### config.mk
export PLATFORM = sky130hd
export DESIGN_NAME = pe_engine_ctrl
export DESIGN_NICKNAME = d
export VERILOG_FILES = /design/src/rtl/pe_ctrl_pkg.sv /design/src/rtl/pe_lane_acc.sv /design/src/rtl/pe_engine_ctrl.sv
export SDC_FILE = /design/constraint.sdc
export NUM_CORES = 1
export LEC_CHECK = 0
export CORE_MARGIN = 3
export CORE_UTILIZATION = 52
export CTS_BUF_LIST = sky130_fd_sc_hd__clkbuf_8 sky130_fd_sc_hd__clkbuf_16
export CTS_CLUSTER_DIAMETER = 100
export DETAILED_ROUTE_END_ITERATION = 16
export PLACE_DENSITY_LB_ADDON = 0.3
export SLEW_MARGIN = 20
export SYNTH_ARGS = -nofsm -noshare
export SYNTH_HDL_FRONTEND = slang
export SYNTH_SLANG_ARGS = --single-unit
### constraint.sdc
create_clock -name clk -period 2.9 [get_ports clk]
set_input_delay 0.435 -clock clk [delete_from_list [all_inputs] [get_ports clk]]
set_output_delay 0.435 -clock clk [all_outputs]
set_load 0.05 [all_outputs]
### src/rtl/pe_ctrl_pkg.sv
// Shared definitions for the PE engine controller: FSM states and the
// read-to-psum latency of the operand buffer + PE + engine register path.
package pe_ctrl_pkg;

    // Cycles from a buffer read strobe to its product appearing on psum
    localparam int PE_LAT = 3;

    typedef enum logic [1:0] {
        ST_IDLE  = 2'd0,
        ST_FETCH = 2'd1,
        ST_DRAIN = 2'd2,
        ST_DONE  = 2'd3
    } state_e;

endpackage

### src/rtl/pe_lane_acc.sv
// Single-lane accumulator: synchronous clear at job start, zero-extended add
// of the lane product when enabled, wrapping modulo 2^AccWidth.
module pe_lane_acc #(
    parameter int PsumWidth = 16,
    parameter int AccWidth  = 24
) (
    input  logic                 clk,
    input  logic                 rst_n,
    input  logic                 clr_i,
    input  logic                 en_i,
    input  logic [PsumWidth-1:0] psum_i,
    output logic [AccWidth-1:0]  acc_o
);

    logic [AccWidth-1:0] acc_q;

    // Clear has priority over accumulate; both happen on the same edge only at job start
    always_ff @(posedge clk or negedge rst_n) begin
        if (!rst_n) begin
            acc_q <= '0;
        end else if (clr_i) begin
            acc_q <= '0;
        end else if (en_i) begin
            acc_q <= acc_q + AccWidth'(psum_i);
        end
    end

    assign acc_o = acc_q;

endmodule

### src/rtl/pe_engine_ctrl.sv
// PE engine controller: streams len chunk reads from the ifmap/filter buffers,
// accumulates the returning lane products once they emerge from the fixed
// latency pipeline, and holds the result until the consumer accepts it.
module pe_engine_ctrl
    import pe_ctrl_pkg::*;
#(
    parameter int Size      = 9,
    parameter int DataWidth = 8,
    parameter int AddrWidth = 8,
    parameter int AccWidth  = 24
) (
    input  logic                          clk,
    input  logic                          rst_n,
    input  logic                          start,
    input  logic [AddrWidth-1:0]          base_if,
    input  logic [AddrWidth-1:0]          base_f,
    input  logic [AddrWidth:0]            len,
    output logic                          rd_en,
    output logic [AddrWidth-1:0]          rd_addr_if,
    output logic [AddrWidth-1:0]          rd_addr_f,
    input  logic [2*Size*DataWidth-1:0]   psum,
    output logic [Size*AccWidth-1:0]      acc_out,
    output logic                          out_valid,
    input  logic                          out_ready,
    output logic                          busy
);

    localparam int PsumWidth = 2 * DataWidth;
    localparam logic [AddrWidth:0] LenOne = 1;

    state_e                state_q, state_d;
    logic [AddrWidth-1:0]  base_if_q, base_f_q;
    logic [AddrWidth:0]    len_q, idx_q;
    logic [PE_LAT-1:0]     vld_q, vld_d;
    logic                  start_acc;
    logic                  last_issue;
    logic                  acc_en;

    assign start_acc  = (state_q == ST_IDLE) && start;
    assign last_issue = (idx_q == (len_q - LenOne));
    // Bit 0 tracks reads issued this cycle; the top bit marks psum valid now
    assign vld_d      = {vld_q[PE_LAT-2:0], rd_en};
    assign acc_en     = vld_q[PE_LAT-1] && (state_q != ST_DONE);

    // State register
    always_ff @(posedge clk or negedge rst_n) begin
        if (!rst_n) state_q <= ST_IDLE;
        else        state_q <= state_d;
    end

    // Next-state: DRAIN exits once the final product has been folded in
    always_comb begin
        state_d = state_q;
        case (state_q)
            ST_IDLE:  if (start) state_d = (len == '0) ? ST_DONE : ST_FETCH;
            ST_FETCH: if (last_issue) state_d = ST_DRAIN;
            ST_DRAIN: if (vld_d == '0) state_d = ST_DONE;
            ST_DONE:  if (out_ready) state_d = ST_IDLE;
            default:  state_d = ST_IDLE;
        endcase
    end

    // Outputs decoded from state; addresses read as zero when not strobing
    always_comb begin
        rd_en      = (state_q == ST_FETCH);
        busy       = (state_q != ST_IDLE);
        out_valid  = (state_q == ST_DONE);
        rd_addr_if = '0;
        rd_addr_f  = '0;
        if (rd_en) begin
            rd_addr_if = base_if_q + idx_q[AddrWidth-1:0];
            rd_addr_f  = base_f_q + idx_q[AddrWidth-1:0];
        end
    end

    // Job parameters, issue counter and read-valid pipeline
    always_ff @(posedge clk or negedge rst_n) begin
        if (!rst_n) begin
            base_if_q <= '0;
            base_f_q  <= '0;
            len_q     <= '0;
            idx_q     <= '0;
            vld_q     <= '0;
        end else begin
            vld_q <= vld_d;
            if (start_acc) begin
                base_if_q <= base_if;
                base_f_q  <= base_f;
                len_q     <= len;
                idx_q     <= '0;
            end else if (rd_en) begin
                idx_q <= idx_q + LenOne;
            end
        end
    end

    for (genvar i = 0; i < Size; i++) begin : g_lane
        pe_lane_acc #(
            .PsumWidth (PsumWidth),
            .AccWidth  (AccWidth)
        ) u_lane (
            .clk    (clk),
            .rst_n  (rst_n),
            .clr_i  (start_acc),
            .en_i   (acc_en),
            .psum_i (psum[(i+1)*PsumWidth-1 -: PsumWidth]),
            .acc_o  (acc_out[(i+1)*AccWidth-1 -: AccWidth])
        );
    end

endmodule

==> results_dict.tcl, run 1 <==
set metrics [dict create \
    ys_ff_latch 255 \
    final_hold_viol_count 0 \
    design.core.area_um2 33620 \
    layout.nets 2839 \
    numPortBuffers 407 \
    clock_latency_ns 0.56 \
    path_max_fanout 3 \
    hold_slack_ns 0.3843 \
    synth_area_um2 17750 \
    setup_viol 5 \
    synth-seq-area-share_pct 35.96 \
    cts_buffer_depth 3 \
    crit_required_ns 2.47 \
    vias 17324 \
    fp.dieW_um 190.7 \
    yosysWarnings 0 \
    drive_above_1_share_pct 9.952 \
    grt_pass1_wl_um 86740 \
    crit_path_end_kind "output pin" \
    syn_nets 2335 \
    synth.distinct_cells 72 \
    avgSynthCellArea_um2 8.935 \
    rows 67 \
    ff2ff_path_depth 11 \
    syn2layout_area_growth_pct 37.11 \
    clock_skew_ns 0.01674 \
    outcome "finished with violations" \
    max_freq_mhz 319.7 \
    chipHeight_um 190.7 \
    drtIter0Drc 920 \
    tightest_slew_ns 0.8763 \
    grt_max_degree 82 \
    antenna_left 0 \
    path_class "reg -> out" \
    cts_buffers 30 \
    wl_um 54340 \
    maxCapViolations 0 \
    ys_async_sr_fraction_pct 100.0 \
    grt_pass1_vias 17632 \
    dieArea_um2 36380 \
    cts.clk_slew.worst_paths_ns 0.07 \
    fin_ws_ns -0.2277 \
    r2r_setup_slack_ns 0.16 \
    p_leak_nw 11.36 \
    p_per_area_nw_per_um2 1095 \
    antenna_found_initial 1 \
    syn-instance-count 1986 \
    first_pass_iters 5 \
    final_core_util_pct 72.38 \
    vdd_drop_max_mv 0.8598 \
    r2r_start "g_lane[5].u_lane.acc_o[0]" \
    cts_tree "done" \
    crit_path_start "idx_q[0]" \
    wl_per_cell_um 18.35 \
    min_from "vld_q[0]" \
    rsz0062_at_grt "true" \
    relSlewSlack_pct 41.58 \
    failed_checks "negative setup slack" \
    cp-endpoint "rd_addr_if[6]" \
    ys.flop_type "dfrtp_1" \
    clock_sinks 255 \
    overflow 0 \
    worstHoldPathType "reg -> reg" \
    io_pins 408 \
    place_congestion 0.9271 \
    min_period_ns 3.128 \
    fin_crit_sh_pct 107.9 \
    start_util_pct 52.79 \
    dpl.hpwl_um 39780 \
    cts_root_buf "clkbuf_16" \
    finalMaxSlewViolations 0 \
    cts-htree-levels 1 \
    drc 0 \
    cp.arrival_ns 2.69 \
    post_drt_via_cell_ratio 5.851 \
    startpoint_type "flip-flop" \
    synth_edf_count 0 \
    grt.total_usage_pct 28.75 \
    r2r_end "g_lane[5].u_lane.acc_o[16]" \
]
-- kinds of logic after synthesis --
group / synth area share, %
compound gates: 24.01
simple gates: 16.36
flops: 35.96
fa+ha+maj: 12.87
xor+xnor: 7.354
buf+inv: 2.418
mux: 1.022
-- per-stage QoR --
step	power, W	area [µm²]	setup WS (ns)	cells	TNS (ns)
5_1_grt	0.02837	24330	-0.2760	2961	-1.105
6_report	0.02665	24330	-0.2277	2961	-0.5354
2_1_floorplan	0.01690	17750	0.01889	1986	0
3_3_place_gp	0.02200	23120	-0.3142	2892	-3.646
4_1_cts	0.02653	24250	-0.1414	2956	-0.3977
3_5_place_dp	0.02243	23120	-0.3864	2892	-6.382
-- critical path, stage by stage (launching register included) --
cell	delay (ns)
dfrtp_2	0.45
ha_4	0.18
fa_2	0.39
a21oi_2	0.19
o21bai_1	0.12
a21o_1	0.19
a21oi_2	0.13
xnor2_1	0.15
and2_4	0.19
buf_12	0.13
-- flip-flops by register name, indices dropped and copies added, names as in the netlist --
signal / flops
idx_q: 9
base_if_q: 8
state_q: 2
len_q: 9
g_lane.u_lane.acc_o: 216
base_f_q: 8
vld_q: 3
-- power by group --
group | internal (W) | total (W) | switching (W)
clock network | 0.00224 | 0.00380 | 0.00156
logic | 0.00665 | 0.0170 | 0.0104
registers | 0.00472 | 0.00583 | 0.00111
-- worst min path at each step --
| stage | end | slack [ns] | cells past startpoint |
|---|---|---|---|
| 2_1_floorplan | base_f_q[0] | 0.14 | 0 |
| 3_5_place_dp | vld_q[1] | 0.37 | 0 |
| 5_1_grt | vld_q[1] | 0.39 | 0 |
| 3_3_place_gp | vld_q[1] | 0.36 | 0 |
| 4_1_cts | vld_q[1] | 0.38 | 0 |
| 6_report | vld_q[1] | 0.38 | 0 |
-- timing repair --
item,CTS,global route
buffers inserted,9,5
gates resized for setup,20,17
pin swaps,13,14
setup endpoints to repair,10,14
hold buffers,1,0
endpoints found under the hold margin,59,0
-- placed cells by master, fill, tap and decap left out, drive strengths merged, types with 6 or more instances in the layout --
cell,instances
and3,21
clkinv,8
a211oi,22
o211ai,24
xor2,71
o31ai,17
buf,141
a32o,9
or4,13
a31oi,18
xnor2,78
and2,33
nor3b,9
mux2i,17
or3,27
dfrtp,255
a41oi,6
nor2,96
fa,11
nand4,24
a22o,26
nor2b,9
nor3,19
clkdlybuf4s50,390
o21ai,179
clkbuf,40
a31o,9
nand2,295
a21o,83
o21bai,21
a21oi,154
inv,56
a211o,9
ha,165
nand2b,20
a21boi,6
o21a,23
nand3,35
-- cell usage after synthesis, types with 11 or more instances --
cell	number	area, µm²
nor2_1	96	360.4
mux2i_1	17	170.2
o211ai_1	24	180.2
inv_1	52	195.2
nand2_1	295	1107
o21bai_1	21	157.7
a22o_1	26	227.7
o31ai_1	16	120.1
a31oi_1	18	112.6
o21a_1	23	172.7
a21o_1	83	623.1
clkbuf_1	54	202.7
nand4_1	24	150.1
and2_1	33	206.5
xnor2_1	78	683.2
or4_1	12	90.09
fa_1	11	220.2
nand3_1	35	175.2
nand2b_1	20	125.1
or3_1	27	168.9
a211oi_1	20	150.1
nor3_1	19	95.09
ha_1	165	2064
and3_1	21	131.4
xor2_1	71	621.9
dfrtp_1	255	6381
a21oi_1	154	770.7
o21ai_0	176	880.8
-- per-layer routing --
layer | GRT usage, % | up-vias | part of all wire (%)
met1 | 34.83 | 8336 | 40
li1 | - | 8258 | -
met3 | 6.581 | 138 | 7.8
met2 | 50.06 | 592 | 48
met5 | 0 | - | 0
met4 | 10.64 | 0 | 4.1
-- area by class of cell --
type | instances | area [µm²]
Inverter | 52 | 195.2
Tap cell | 448 | 560.5
Clock buffer | 40 | 899.6
Multi-Input combinational cell | 1617 | 11060
Clock inverter | 14 | 92.59
Timing Repair Buffer | 534 | 5137
Antenna cell | 1 | 2.502
Sequential cell | 255 | 6386
Fill cell | 2471 | 9285
Power figures use the tool's default switching activity.
==> run 2: changes to the inputs <==
- CORE_UTILIZATION: 52 -> 30
==> run 2 against run 1 <==
- flip-flop and latch count stayed put
- the flow still finishes with violations (negative setup slack)
- sequential power hardly changed
- die area is 71% higher
- via count is 2.2% lower
- utilization is 29 points lower
- largest power group unchanged
- final area is 3.5% higher
- highest routed layer is now met5
- cell count is 12% higher
- combinational power hardly changed
- setup slack better by 0.14 ns
==> results_dict.tcl, run 2 (synthesis gave the netlist of run 1 again) <==
set metrics [dict create \
    tightest_slew_ns 0.6979 \
    swShare_pct 48.13 \
    critPathSlowestCell "dfrtp_2" \
    seqPwrFrac_pct 21.3 \
    cts.clk_slew.worst_paths_ns 0.05 \
    antenna_left 0 \
    chipHeight_um 249.2 \
    antenna_found_initial 4 \
    crit_required_ns 2.47 \
    fin_ws_ns -0.09140 \
    drc 0 \
    final_cell_mix "clkdlybuf4s50_1, nand2_1, dfrtp_1" \
    multi_input_area_um2 11100 \
    post_drt_via_cell_ratio 5.117 \
    fp.dieW_um 249.2 \
    mostFrequentLayoutCell "clkdlybuf4s50_1" \
    grt_max_degree 67 \
    outcome "finished with violations" \
    dieArea_um2 62110 \
    first_pass_iters 6 \
    place_congestion 0.8857 \
    finalMaxSlewViolations 0 \
    grt_pass1_wl_um 92920 \
    cts_buffers 36 \
    startpoint_type "flip-flop" \
    start_util_pct 30.52 \
    grt_pass1_vias 17400 \
    crit_path_frequent_cell "a21oi_2" \
    maxCapViolations 0 \
    final_hold_viol_count 0 \
    cp.arrival_ns 2.56 \
    p_sw_w 0.01317 \
    cts_buffer_depth 3 \
    fin_crit_sh_pct 103.2 \
    clock_latency_ns 0.54 \
    path_class "reg -> out" \
    hold_slack_ns 0.3783 \
    drtIter0Drc 755 \
    dpl.hpwl_um 43310 \
    max_freq_mhz 334.3 \
    rsz0062_at_grt "true" \
    setup_viol 3 \
    vdd_drop_max_mv 0.6604 \
    fillers 5629 \
    design.core.area_um2 58140 \
    worstHoldPathType "reg -> reg" \
    p_per_area_nw_per_um2 1086 \
    drive_above_1_share_pct 10.95 \
    io_pins 408 \
    wl_per_cell_um 17.41 \
    grt.total_usage_pct 18.08 \
    vias 16951 \
    fin_cells 3313 \
    wl_um 57690 \
    cts_tree "done" \
    syn2layout_area_growth_pct 41.94 \
    min_period_ns 2.991 \
    rows 88 \
    relSlewSlack_pct 53.32 \
    cts-htree-levels 2 \
    combPwrFrac_pct 62.7 \
    layout.nets 2869 \
    cts_root_buf "clkbuf_16" \
    crit_path_end_kind "output pin" \
    path_max_fanout 3 \
    overflow 0 \
    p_leak_nw 11.60 \
    place_inst 3237 \
    clock_skew_ns 0.01799 \
    seq_area_um2 6385 \
    largest_register_ffs 216 \
    p_int_w 0.01419 \
    numPortBuffers 407 \
    clkPwrFrac_pct 16.0 \
    failed_checks "negative setup slack" \
    worstPathCellList "ha_4, fa_2, a21oi_2, o21bai_2, a21o_1, a21oi_2, xnor2_1, and2_4, buf_12" \
    critPathMaxStageDelay_ns 0.46 \
    clock_sinks 255 \
]
run 2: worst max-delay path, delay by kind of cell (launching register included):
kind            cells  cell delay (ns)
fa+ha+maj           2             0.55
compound gates      4             0.58
buf+inv             1             0.13
flops               1             0.46
xor+xnor            1             0.13
simple gates        1             0.17
run 2: worst paths after layout:
check,cells after the start,endpoint,startpoint,slack [ns]
min in group asynchronous,2,g_lane[7].u_lane.acc_o[2],rst_n,0.46
hold / removal,0,vld_q[1],vld_q[0],0.38
max in group asynchronous,3,g_lane[2].u_lane.acc_o[6],rst_n,1.69
setup / recovery,9,rd_addr_if[6],idx_q[0],-0.09
hold reg to reg,0,vld_q[1],vld_q[0],0.38
setup reg to reg,9,g_lane[1].u_lane.acc_o[14],g_lane[1].u_lane.acc_o[0],0.16
run 2: power by group through the flow:
stage                     clock (W)  combinational [W]  sequential, W
final                       0.00437             0.0172        0.00583
after global routing        0.00467             0.0187        0.00602
after CTS                   0.00454             0.0172        0.00584
after detailed placement          0             0.0170        0.00586
after global placement            0             0.0168        0.00583
after floorplan                   0            0.00827        0.00863
run 2: layer usage:
metal	vias to the layer above	GRT usage, %	part of all wire, %
met5	-	0	0.081
met4	6	5.355	2.8
met3	96	4.970	6.6
met2	410	30.54	47
met1	8135	22.51	43
li1	8304	-	-
run 2: final cells by class:
class                           instances  area share, %
Multi-Input combinational cell       1617          44.09
Antenna cell                            1       0.009935
Sequential cell                       255          25.35
Tap cell                              765          3.800
Inverter                               52         0.7749
Clock inverter                         17         0.4123
Timing Repair Buffer                  558          21.29
Clock buffer                           48          4.277
run 2: through the flow:
step	TNS (ns)	utilization, %	area (µm²)	power (W)	setup WS, ns
finish	-0.1783	43.33	25190	0.02737	-0.09140
global route	-0.6830	43.33	25190	0.02938	-0.2089
CTS	-0.4338	43.16	25090	0.02758	-0.1137
detailed placement	-10.28	40.92	23790	0.02286	-0.3817
global placement	-7.486	40.92	23790	0.02259	-0.3394
floorplan	0	-	17750	0.01690	0.01889
run 2: repair_timing:
| item | in CTS | in global routing |
|---|---|---|
| gates cloned | 0 | 0 |
| hold buffers | 1 | 0 |
| endpoints found under the hold margin | 56 | 0 |
| endpoints found under the setup margin | 6 | 16 |
| pin swaps | 14 | 16 |
| setup buffers | 6 | 4 |
| gates resized for setup | 19 | 14 |
